[src/rtl/mul_err_sweep_ctrl.sv]
// mul_err_sweep_ctrl: exhaustive error sweep controller for one combinational
// WIDTH x WIDTH approximate unsigned multiplier under test.
// Steps every operand pair {op_a, op_b} through the multiplier, one per cycle,
// then accumulates error count, sum of |error| and max |error| through a
// two-stage pipeline. Handshake: start -> busy -> done.
// Optional macro MUL_ERR_SWEEP_BIAS_EN adds the signed error-sum output err_bias.
module mul_err_sweep_ctrl #(
  parameter int unsigned WIDTH = 6
) (
  input  logic                   clk,
  input  logic                   rst,
  input  logic                   start,
  input  logic                   abort,
  output logic [WIDTH-1:0]       op_a,
  output logic [WIDTH-1:0]       op_b,
  input  logic [2*WIDTH-1:0]     approx_p,
  output logic                   busy,
  output logic                   done,
  output logic [2*WIDTH:0]       err_count,
  output logic [4*WIDTH-1:0]     err_sum,
`ifdef MUL_ERR_SWEEP_BIAS_EN
  output logic [2*WIDTH-1:0]     err_max,
  output logic signed [4*WIDTH:0] err_bias
`else
  output logic [2*WIDTH-1:0]     err_max
`endif
);

  localparam int unsigned PW = 2 * WIDTH;

  localparam logic [1:0] S_IDLE  = 2'd0;
  localparam logic [1:0] S_RUN   = 2'd1;
  localparam logic [1:0] S_DRAIN = 2'd2;
  localparam logic [1:0] S_DONE  = 2'd3;

  logic [1:0]         state_q, state_d;
  logic [WIDTH-1:0]   op_a_q, op_a_d;
  logic [WIDTH-1:0]   op_b_q, op_b_d;
  logic               busy_q, busy_d;
  logic               done_q, done_d;
  logic               valid_q, valid_d;
  logic [PW-1:0]      approx_q, approx_d;
  logic [PW-1:0]      exact_q, exact_d;
  logic [PW:0]        err_count_q, err_count_d;
  logic [4*WIDTH-1:0] err_sum_q, err_sum_d;
  logic [PW-1:0]      err_max_q, err_max_d;
`ifdef MUL_ERR_SWEEP_BIAS_EN
  logic signed [4*WIDTH:0] err_bias_q, err_bias_d;
`endif

  logic [PW-1:0] mag;
  logic [PW-1:0] vec_nxt;
  logic          last_vec;
  logic          acc_en;
  logic          clr_acc;

  // Stage-2 absolute error between registered approximate and exact products
  always_comb begin
    mag = (approx_q >= exact_q) ? (approx_q - exact_q) : (exact_q - approx_q);
  end

  // Next-state, operand stepping, stage-1 capture and accumulation
  always_comb begin
    state_d     = state_q;
    op_a_d      = op_a_q;
    op_b_d      = op_b_q;
    valid_d     = 1'b0;
    approx_d    = approx_q;
    exact_d     = exact_q;
    err_count_d = err_count_q;
    err_sum_d   = err_sum_q;
    err_max_d   = err_max_q;
`ifdef MUL_ERR_SWEEP_BIAS_EN
    err_bias_d  = err_bias_q;
`endif
    acc_en      = 1'b0;
    clr_acc     = 1'b0;
    vec_nxt     = {op_a_q, op_b_q} + PW'(1);
    last_vec    = &{op_a_q, op_b_q};

    case (state_q)
      S_IDLE, S_DONE: begin
        if (start) begin
          state_d = S_RUN;
          op_a_d  = '0;
          op_b_d  = '0;
          clr_acc = 1'b1;
        end
      end
      S_RUN: begin
        if (abort) begin
          state_d = S_IDLE;
        end else begin
          valid_d  = 1'b1;
          approx_d = approx_p;
          exact_d  = {{WIDTH{1'b0}}, op_a_q} * {{WIDTH{1'b0}}, op_b_q};
          // the +1 wraps the operand pair back to 0 after the last vector
          {op_a_d, op_b_d} = vec_nxt;
          acc_en   = valid_q;
          if (last_vec) begin
            state_d = S_DRAIN;
          end
        end
      end
      S_DRAIN: begin
        if (abort) begin
          state_d = S_IDLE;
        end else begin
          acc_en  = valid_q;
          state_d = S_DONE;
        end
      end
      default: state_d = S_IDLE;
    endcase

    if (clr_acc) begin
      err_count_d = '0;
      err_sum_d   = '0;
      err_max_d   = '0;
`ifdef MUL_ERR_SWEEP_BIAS_EN
      err_bias_d  = '0;
`endif
    end else if (acc_en) begin
      if (mag != '0) begin
        err_count_d = err_count_q + (PW+1)'(1);
      end
      err_sum_d = err_sum_q + (4*WIDTH)'(mag);
      if (mag > err_max_q) begin
        err_max_d = mag;
      end
`ifdef MUL_ERR_SWEEP_BIAS_EN
      // zero-extended operands; modular subtraction yields the signed difference
      err_bias_d = err_bias_q + ((4*WIDTH+1)'(approx_q) - (4*WIDTH+1)'(exact_q));
`endif
    end

    busy_d = (state_d == S_RUN) || (state_d == S_DRAIN);
    done_d = (state_d == S_DONE);
  end

  // State registers with synchronous active-high reset
  always_ff @(posedge clk) begin
    if (rst) begin
      state_q     <= S_IDLE;
      op_a_q      <= '0;
      op_b_q      <= '0;
      busy_q      <= 1'b0;
      done_q      <= 1'b0;
      valid_q     <= 1'b0;
      approx_q    <= '0;
      exact_q     <= '0;
      err_count_q <= '0;
      err_sum_q   <= '0;
      err_max_q   <= '0;
`ifdef MUL_ERR_SWEEP_BIAS_EN
      err_bias_q  <= '0;
`endif
    end else begin
      state_q     <= state_d;
      op_a_q      <= op_a_d;
      op_b_q      <= op_b_d;
      busy_q      <= busy_d;
      done_q      <= done_d;
      valid_q     <= valid_d;
      approx_q    <= approx_d;
      exact_q     <= exact_d;
      err_count_q <= err_count_d;
      err_sum_q   <= err_sum_d;
      err_max_q   <= err_max_d;
`ifdef MUL_ERR_SWEEP_BIAS_EN
      err_bias_q  <= err_bias_d;
`endif
    end
  end

  assign op_a      = op_a_q;
  assign op_b      = op_b_q;
  assign busy      = busy_q;
  assign done      = done_q;
  assign err_count = err_count_q;
  assign err_sum   = err_sum_q;
  assign err_max   = err_max_q;
`ifdef MUL_ERR_SWEEP_BIAS_EN
  assign err_bias  = err_bias_q;
`endif

endmodule

[config.mk]
export PLATFORM = sky130hd
export DESIGN_NAME = mul_err_sweep_ctrl
export DESIGN_NICKNAME = d
export VERILOG_FILES = /design/src/rtl/mul_err_sweep_ctrl.sv
export SDC_FILE = /design/constraint.sdc
export NUM_CORES = 1
export LEC_CHECK = 0
export CAP_MARGIN = 25
export CORE_MARGIN = 2
export CORE_UTILIZATION = 45
export DETAILED_ROUTE_END_ITERATION = 6
export PLACE_DENSITY = 0.76
export SYNTH_ARGS = -nofsm -noshare
export SYNTH_HDL_FRONTEND = slang
export SYNTH_SLANG_ARGS = --single-unit
[constraint.sdc]
create_clock -name clk -period 5.6 [get_ports clk]
set_input_delay 0.56 -clock clk [delete_from_list [all_inputs] [get_ports clk]]
set_output_delay 0.56 -clock clk [all_outputs]
set_load 0.02 [all_outputs]
==> results.md, run 1 <==
Global routing:
- Global routing finished with a remaining overflow of 0.
- The initial antenna violation count is 0.
- The largest net degree at the start of global routing is 49.
- In the global route stage, overall resource usage came out at 20.6%.
- The first global-routing pass estimated about 28000 microns of wire.
- The via count of the first global-routing pass came to 5696.

Logic synthesis:
- The synthesized netlist devotes 18.4% of its cell area to compound gates.
- The portion of synthesized area spent on multiplexers is roughly 1.9%.
- Synthesis produced a netlist with a net count of 960.
- The number of enable flip-flop cells after synthesis is 0.
- The post-synthesis async set-or-reset flop share is 0%.
- The primary flip-flop cell chosen by synthesis mapping is dfxtp_1.
- The share of synthesized cell area in and, or, nand and nor gates is a little under a quarter.
- The average cell area after synthesis is around 8 sq um.
- The arithmetic-cell share of the synthesized area counting full adders, half adders and majority gates is 19.1%.
- The sequential-to-total area share from yosys stat is roughly a quarter.
- Of the total synthesized cell area, the portion taken by XOR and XNOR cells is roughly 4.8%.
- The number of storage elements in the synthesis netlist is 90.
- The main combinational cell family by area after synthesis is simple AND/OR/NAND/NOR gates.
- The synthesized netlist occupies a cell area of just under 7000 sq um.
- For this run, the number of Yosys warnings is 0.
- The number of instances in the synthesized netlist is around 850.
- The number of distinct standard cells referenced by the synthesized netlist is 66.

Floorplan:
- The row count is 44.
- The placeable core region is between 10000 and 15000 sq um.
- Once the floorplan was initialized, standard cells occupied between 40% and 50% of the core.
- The area of the die is 16100 sq um.
- 79 I/O pins were placed.
- Measured along the x axis, the die boundary spans 127 microns.
- The overall die height is 127 microns.

Clock tree:
- The CTS tree is done.
- Clock-pin slew was measured on the worst setup and hold paths at 0.07 ns.
- The clock latency at the later pin of the worst-skew pair is 0.35 ns.
- The hold-fix buffer count after cts is 0.
- Once the clock tree was built, the resizer swapped 0 gates to a different size.
- CTS built an H-tree with a depth of 3.
- The library cell used as clock root buffer is clkbuf_16.
- Counting every sink on the clock net gives 90.
- The total clock buffers created by CTS is 9.
- In this run the deepest clock path goes through 2 buffers.
- The buffers inserted during post-CTS setup optimization is 0.

Detailed routing:
- Dividing the detail-routed via count by the number of cells gives 5.55.
- The pre-antenna-repair detailed-routing pass consisted of 5 iterations.
- The number of DRC violations after detailed-routing iteration 0 is 397.
- The average detailed-routed wire length per instance is 14.8 microns.
- The post-detailed-route DRC marker count is 0.
- The routed layout has 6079 vias.
- The post-detailed-route count of antenna-violating nets is 0.
- For this block, the routed nets add up to 16200 microns of wire.

STA:
- The measured slew at the worst slew-check pin is about 1 ns.
- Headroom to the max-slew limit came out at between 30 and 40%.
- Setup violations remaining at the end of the flow were counted as 0.
- Counting I/O delays and the setup requirement, the final critical path takes 5.14 ns.
- The final critical-path setup slack is 0.459 ns.
- The final setup skew is 0.0114 ns.
- Setup repair after global routing left no endpoint under its margin.
- The number of failing hold endpoints at the final stage is 0.
- The final count of pins violating max slew came to 0.
- The worst path uses 91.8% of the clock period.
- The maximum clock rate is roughly 0.19 GHz.
- Summed over all failing endpoints, the final setup total negative slack is 0 ns.

Critical path:
- The required time at the endpoint of the critical path is 5.80 ns.
- The largest fanout of any net on the critical path is 11.
- The critical path startpoint category is a flip-flop.
- The worst setup path is captured at a flip-flop.
- The arrival time at the worst endpoint is roughly 5.4 ns.
- The classification of the worst setup path is reg2reg.

Final layout:
- Relative to the synthesized area, the layout overhead comes to 18.1%.
- Of the cells placed in the final design, the portion with a size suffix greater than 1 is 4.50%.
- The post-layout net count is approximately 1000.
- The area taken by multi-input logic gates is roughly 4600 sq um.
- The storage element area is 1800 sq um.
- The count of antenna diodes in the layout is 0.
- Fill cells in the final layout number 1369.
- The end-of-flow core utilization is 55.0%.

Placed design:
- The setup slack after placement is 0.549 ns.
- Routability-driven placement finished with a final weighted congestion of 0.956.
- The half-perimeter wire length after detailed placement is 12300 microns.
- The count of buffers inserted at the top-level ports is 78.

Power and ir drop:
- The standby leakage power is about 0.0032 uW.
- The largest voltage drop on the vdd net is 0.000154 V.
- The areal power density over the cells is 232 nW/um^2.

Outcome:
- The flow ran to the end, and the final reports show no timing, DRC or antenna violations.

Job:
- The number of violations of the max-capacitance limit is 0.

Worst hold path:
- In this run the worst hold path is classified as reg2reg.
-- path summary, 6_finish.rpt --
path | from | to | slack, ns | cells past startpoint
worst max-delay path | approx_q[3]$_SDFFE_PP0P_ | err_sum[16]$_SDFFE_PP0P_ | 0.46 | 18
worst max register to register | approx_q[3]$_SDFFE_PP0P_ | err_sum[16]$_SDFFE_PP0P_ | 0.46 | 18
worst min-delay path | exact_q[11]$_SDFFE_PP0P_ | exact_q[11]$_SDFFE_PP0P_ | 0.45 | 2
worst min register to register | exact_q[11]$_SDFFE_PP0P_ | exact_q[11]$_SDFFE_PP0P_ | 0.45 | 2
-- sequential cells by signal (all words and copies together) (netlist names) --
name       count
err_max       12
done           1
err_sum       24
op_a           6
state_q        2
busy           1
err_count     13
approx_q      12
valid_q        1
op_b           6
exact_q       12
-- through the flow --
stage	std cells	hold slack, ns	power, uW	cell area (sq um)
after floorplan	852	0.432	1030	6820
after detailed placement	1079	0.445	1160	7700
after global placement	1079	0.440	1160	7700
after global routing	1095	0.471	1960	8050
final	1095	0.451	1860	8050
after CTS	1095	0.451	1870	8050
-- synthesized netlist by cell type (all sizes together) (3+ instances only) --
cell type / n / area (sq um)
inv: 73 / 274
or3: 17 / 106
or4: 5 / 37.5
nor2b: 10 / 62.6
dfxtp: 90 / 1800
fa: 20 / 400
mux2i: 11 / 110
nor3: 12 / 60.1
buf: 8 / 55.1
and2: 23 / 144
o21bai: 7 / 52.6
or2: 6 / 37.5
clkbuf: 34 / 129
a21oi: 79 / 395
a221o: 3 / 30.0
xor2: 11 / 96.3
and4: 3 / 27.5
a31oi: 5 / 31.3
o21ai: 29 / 145
a21o: 17 / 135
nand2: 111 / 419
nand2b: 6 / 37.5
ha: 72 / 901
and3: 10 / 62.6
a2111oi: 5 / 48.8
xnor2: 26 / 228
o211ai: 3 / 22.5
o211a: 4 / 40.0
nand4: 14 / 87.6
nand3b: 6 / 45.0
nor3b: 4 / 30.0
nor2: 58 / 220
a211oi: 13 / 110
o31ai: 7 / 57.6
o21a: 3 / 22.5
nand3: 22 / 110
-- where the power goes --
group | switching [uW] | internal, uW
clock | 268 | 441
sequential | 7.36 | 648
combinational | 297 | 203
total | 573 | 1290
-- layer usage --
layer	global-route usage, %	wire (microns)	up-vias
met2	34.0	7540	162
li1	-	-	3053
met5	0	0	-
met3	4.52	864	16
met1	27.7	7600	2848
met4	5.24	188	0
-- logic make-up after synthesis --
family                   count (synthesis)
AO/OA/AOI/OAI                          191
flip-flops                              90
AND/OR/NAND/NOR                        314
XOR/XNOR                                37
multiplexers                            13
buffers and inverters                  115
adder cells (fa/ha/maj)                 92
-- layout make-up --
type,instances,share of cell area [%]
multi-input cells,647,56.6
flip-flops and latches,90,22.4
inverters,73,3.40
repair buffers,85,10.4
clock inverters,7,1.55
well taps,184,2.86
clock buffers,9,2.80
-- worst max-delay path, cell delays in order, from the launching register on --
cell	delay, ns
dfxtp_1	0.35
inv_1	0.05
ha_1	0.52
and4_2	0.32
a211oi_4	0.06
o41ai_4	0.67
nor2_2	0.18
mux2_2	0.38
fa_1	0.44
a21o_1	0.19
a21oi_1	0.23
o21bai_1	0.13
a2111oi_0	0.55
buf_4	0.22
o311a_1	0.18
or3_1	0.23
nor2_1	0.09
xnor2_1	0.14
nor2_1	0.05
-- placed cells by master, fill, tap and decap left out, drive strengths merged, types with 4 or more instances in the layout --
cell type / instances
o31ai: 7
nand3b: 6
nand2: 111
a21o: 17
and3: 10
a2111oi: 5
o21ai: 29
clkbuf: 9
buf: 7
fa: 20
or3: 17
nand3: 22
a31oi: 5
a21oi: 79
and2: 23
nand2b: 6
mux2i: 11
nor3: 12
xor2: 11
nor2: 58
dfxtp: 90
nor2b: 10
clkdlybuf4s50: 78
o211a: 4
inv: 75
nand4: 14
a211oi: 13
o21bai: 7
xnor2: 26
ha: 72
nor3b: 4
or4: 5
or2: 6
No activity file was read; power rests on OpenSTA's default activity.
==> run 2, diff against run 1 <==
--- a/config.mk
+++ b/config.mk
@@ -6,7 +6,7 @@
 export NUM_CORES = 1
 export LEC_CHECK = 0
 export CAP_MARGIN = 25
-export CORE_MARGIN = 2
+export CORE_MARGIN = 5
 export CORE_UTILIZATION = 45
 export DETAILED_ROUTE_END_ITERATION = 6
 export PLACE_DENSITY = 0.76
==> run 2 against run 1 <==
  * Setup slack improved by 0.14 ns
  * Count of clock-buffer cells in the layout increased by 1
  * Total power decreased by 4.4%
  * Via count decreased by 0.95%
  * Critical path depth unchanged
  * Clock power decreased by 11%
  * Global-route usage decreased by 2.0 points
  * Combinational power decreased by 1%
  * Clock skew decreased by 0.00088 ns
  * Die area increased by 9.7%
  * Critical path type unchanged
  * Largest power group is now sequential cells
==> results.md, run 2 (same netlist as run 1, synthesis figures left out) <==
Global routing:
- The via count of the first global-routing pass is 5677 (was 5696).
- The leftover overflow at the end of global routing was 0 (unchanged).
- The initial antenna violation count is 0 (unchanged).
- The total routing resource utilization after global routing is 18.7% (was 20.6%).
- The largest net degree at the start of global routing is 49 (unchanged).
- The global-route wire length before repair is 27800 microns (was 27500 microns).

STA:
- The time the final worst path needs with I/O delays and setup was 5.00 ns (was 5.14 ns).
- The share of the clock period used by the worst path is 89.4% (was 91.8%).
- The final setup skew is 0.0105 ns (was 0.0114 ns).
- The final critical-path setup slack came to 0.595 ns (was 0.459 ns).
- The max-slew headroom at the worst pin is 35.2% (was 32.9%).
- The maximum clock rate was 0.200 GHz (was 0.195 GHz).
- The final count of pins violating max slew is 0 (unchanged).
- RSZ-0062 raised after global routing: no (unchanged).
- The total negative setup slack is 0 ns (unchanged).
- The measured slew at the worst slew-check pin is 0.972 ns (was 1.01 ns).
- The number of failing hold endpoints at the final stage came to 0 (unchanged).
- The count of final setup violators is 0 (unchanged).

Power and ir drop:
- The internal cell power is 1200 uW (was 1290 uW).
- The largest voltage drop on the vdd net is 0.000174 V (was 0.000154 V).
- The portion of total power attributed to sequential cells is 36.8% (was 35.1%).
- The combinational power share was 27.8% (was 26.8%).
- The clock network fraction of design power is 35.5% (was 38.0%).
- The standby leakage power is 0.00318 uW (was 0.00320 uW).
- The reported net switching power is 579 uW (was 573 uW).
- The areal power density over the cells is 222 nW/um^2 (was 232 nW/um^2).
- The switching share of total power is 32.5% (was 30.7%).

Critical path:
- The required time at the endpoint of the critical path came to 5.82 ns (was 5.80 ns).
- The endpoint kind of the worst setup timing path is a flip-flop (unchanged).
- The worst-path cell with the longest stage delay is o41ai_4 (unchanged).
- The arrival time at the worst endpoint is 5.22 ns (was 5.35 ns).
- The largest fanout of any net on the critical path was 11 (unchanged).
- Critical path cell sequence: inv_1 > ha_1 > and4_2 > a211oi_4 > o41ai_4 > nor2_2 > mux2_2 > fa_1 > a21o_1 > a21oi_1 > o21bai_1 > a2111oi_0 > buf_4 > o311a_1 > or3_1 > nor2_1 > xnor2_1 > nor2_1 (unchanged).
- The classification of the worst setup path is reg2reg (unchanged).
- The most used cell along the critical path is nor2_1 (unchanged).
- The delay of the slowest cell on the worst path is 0.67 ns (about the same).
- The critical path startpoint category is a flip-flop (unchanged).

Detailed routing:
- The sum of met2 wire segment lengths after detailed routing came to 7420 microns (was 7540 microns).
- The post-detailed-route DRC marker count is 0 (unchanged).
- The number of DRC violations after detailed-routing iteration 0 is 412 (was 397).
- The uppermost signal routing layer after detailed routing is met4 (unchanged).
- The detailed-route vias per instance is 5.48 (was 5.55).
- The count of TritonRoute iterations in the first routing pass is 5 (unchanged).
- The final routed wirelength across all metal layers is 16100 microns (was 16200 microns).
- The post-detailed-route count of antenna-violating nets was 0 (unchanged).
- The vias after detailed routing came to 6021 (was 6079).
- The routed length on met1 was 7460 microns (was 7600 microns).
- The average detailed-routed wire length per instance is 14.6 microns (was 14.8 microns).
- The total met3 wirelength after detailed routing is 925 microns (was 864 microns).

Final layout:
- The flip-flop count of the largest register after layout is 24 (unchanged).
- Commonest cells after routing, fill and taps aside: nand2_1, dfxtp_1, a21oi_1 (unchanged).
- The post-layout net count is 1014 (unchanged).
- The fraction of final layout cells with drive strength greater than 1 is 4.39% (was 4.50%).
- The count of antenna diodes in the layout is 0 (unchanged).
- The post-synthesis to final-layout area growth is 17.5% (was 18.1%).
- The leading cell type in the layout, fill and taps excluded is nand2_1 (unchanged).
- The summed area of non-filler cells in the final layout is 8010 sq um (was 8050 sq um).

Placed design:
- The setup slack after placement came to 0.628 ns (was 0.549 ns).
- The final RePlAce weighted congestion is 0.938 (was 0.956).
- The count of buffers inserted at the top-level ports is 78 (unchanged).
- The instance area at placement is 7700 sq um (about the same).
- The half-perimeter wire length after detailed placement is 12400 microns (was 12300 microns).

Clock tree:
- The clock transition time at the flip-flop clock pins of the worst setup and hold paths is 0.07 ns (about the same).
- The clock latency at the later pin of the worst-skew pair is 0.36 ns (was 0.35 ns).
- The maximum buffer depth of the clock tree is 2 (unchanged).
- The CTS tree was done (unchanged).
- The buffers inserted during post-CTS setup optimization was 0 (unchanged).
- The total clock buffers created by CTS was 9 (unchanged).
- The hold-fix buffer count after cts is 0 (unchanged).
- The quantity of gates resized following cts is 0 (unchanged).
- The number of sinks on the clock net is 90 (unchanged).
- The library cell used as clock root buffer is clkbuf_16 (unchanged).
- The count of H-tree levels built during CTS is 3 (unchanged).

Outcome:
- Result of the run: finished clean (unchanged).

Floorplan:
- The starting density of the core is 45.3% (was 46.5%).
- The die boundary width is 133 microns (was 127 microns).
- The placeable core region is 15000 sq um (was 14600 sq um).
- The number of primary I/O pins is 79 (unchanged).
- The overall die height is 133 microns (was 127 microns).
- The row count was 45 (was 44).
- The area of the die came to 17700 sq um (was 16100 sq um).

Job:
- The number of violations of the max-capacitance limit was 0 (unchanged).

Worst hold path:
- The worst hold path class is reg2reg (unchanged).
==> run 2: worst max-delay path, delay by kind of cell, from the launching register on <==
family          cells  cell delay, ns
compound gates      7            1.90
xor+xnor            1            0.14
fa+ha+maj           2            0.97
buf+inv             2            0.26
flops               1            0.35
mux                 1            0.37
simple gates        5            0.88
==> run 2: power groups by stage <==
stage / combinational (uW) / clock [uW] / sequential, uW
after floorplan: 363 / 0 / 670
after global placement: 485 / 0 / 669
after detailed placement: 492 / 0 / 669
after CTS: 494 / 646 / 655
after global routing: 550 / 671 / 656
final: 494 / 632 / 655
==> run 2: layout make-up <==
type | count | area [sq um]
Clock buffer | 10 | 229
Fill cell | 1455 | 7030
Timing Repair Buffer | 85 | 833
Clock inverter | 6 | 75.1
Multi-Input combinational cell | 647 | 4560
Sequential cell | 90 | 1800
Inverter | 73 | 274
Tap cell | 188 | 235
==> run 2: path summary, 6_finish.rpt <==
kind / end / from / cells after the start / slack, ns
hold / removal: exact_q[11]$_SDFFE_PP0P_ / exact_q[11]$_SDFFE_PP0P_ / 2 / 0.46
setup / recovery: err_sum[16]$_SDFFE_PP0P_ / approx_q[3]$_SDFFE_PP0P_ / 18 / 0.60
setup reg to reg: err_sum[16]$_SDFFE_PP0P_ / approx_q[3]$_SDFFE_PP0P_ / 18 / 0.60
hold reg to reg: exact_q[11]$_SDFFE_PP0P_ / exact_q[11]$_SDFFE_PP0P_ / 2 / 0.46
==> run 2: stage by stage <==
step                util [%]  hold WS [ns]  total power [uW]  instances
floorplan                  -         0.432              1030        852
global placement        51.2         0.444              1150       1083
detailed placement      51.2         0.447              1160       1083
CTS                     53.3         0.456              1790       1099
global route            53.3         0.492              1880       1099
finish                  53.3         0.457              1780       1099
==> run 2: metal layers <==
layer,GRT usage [%],vias to the layer above
li1,-,3041
met1,25.2,2793
met2,30.2,164
met3,3.46,23
met4,6.06,0
met5,0,-
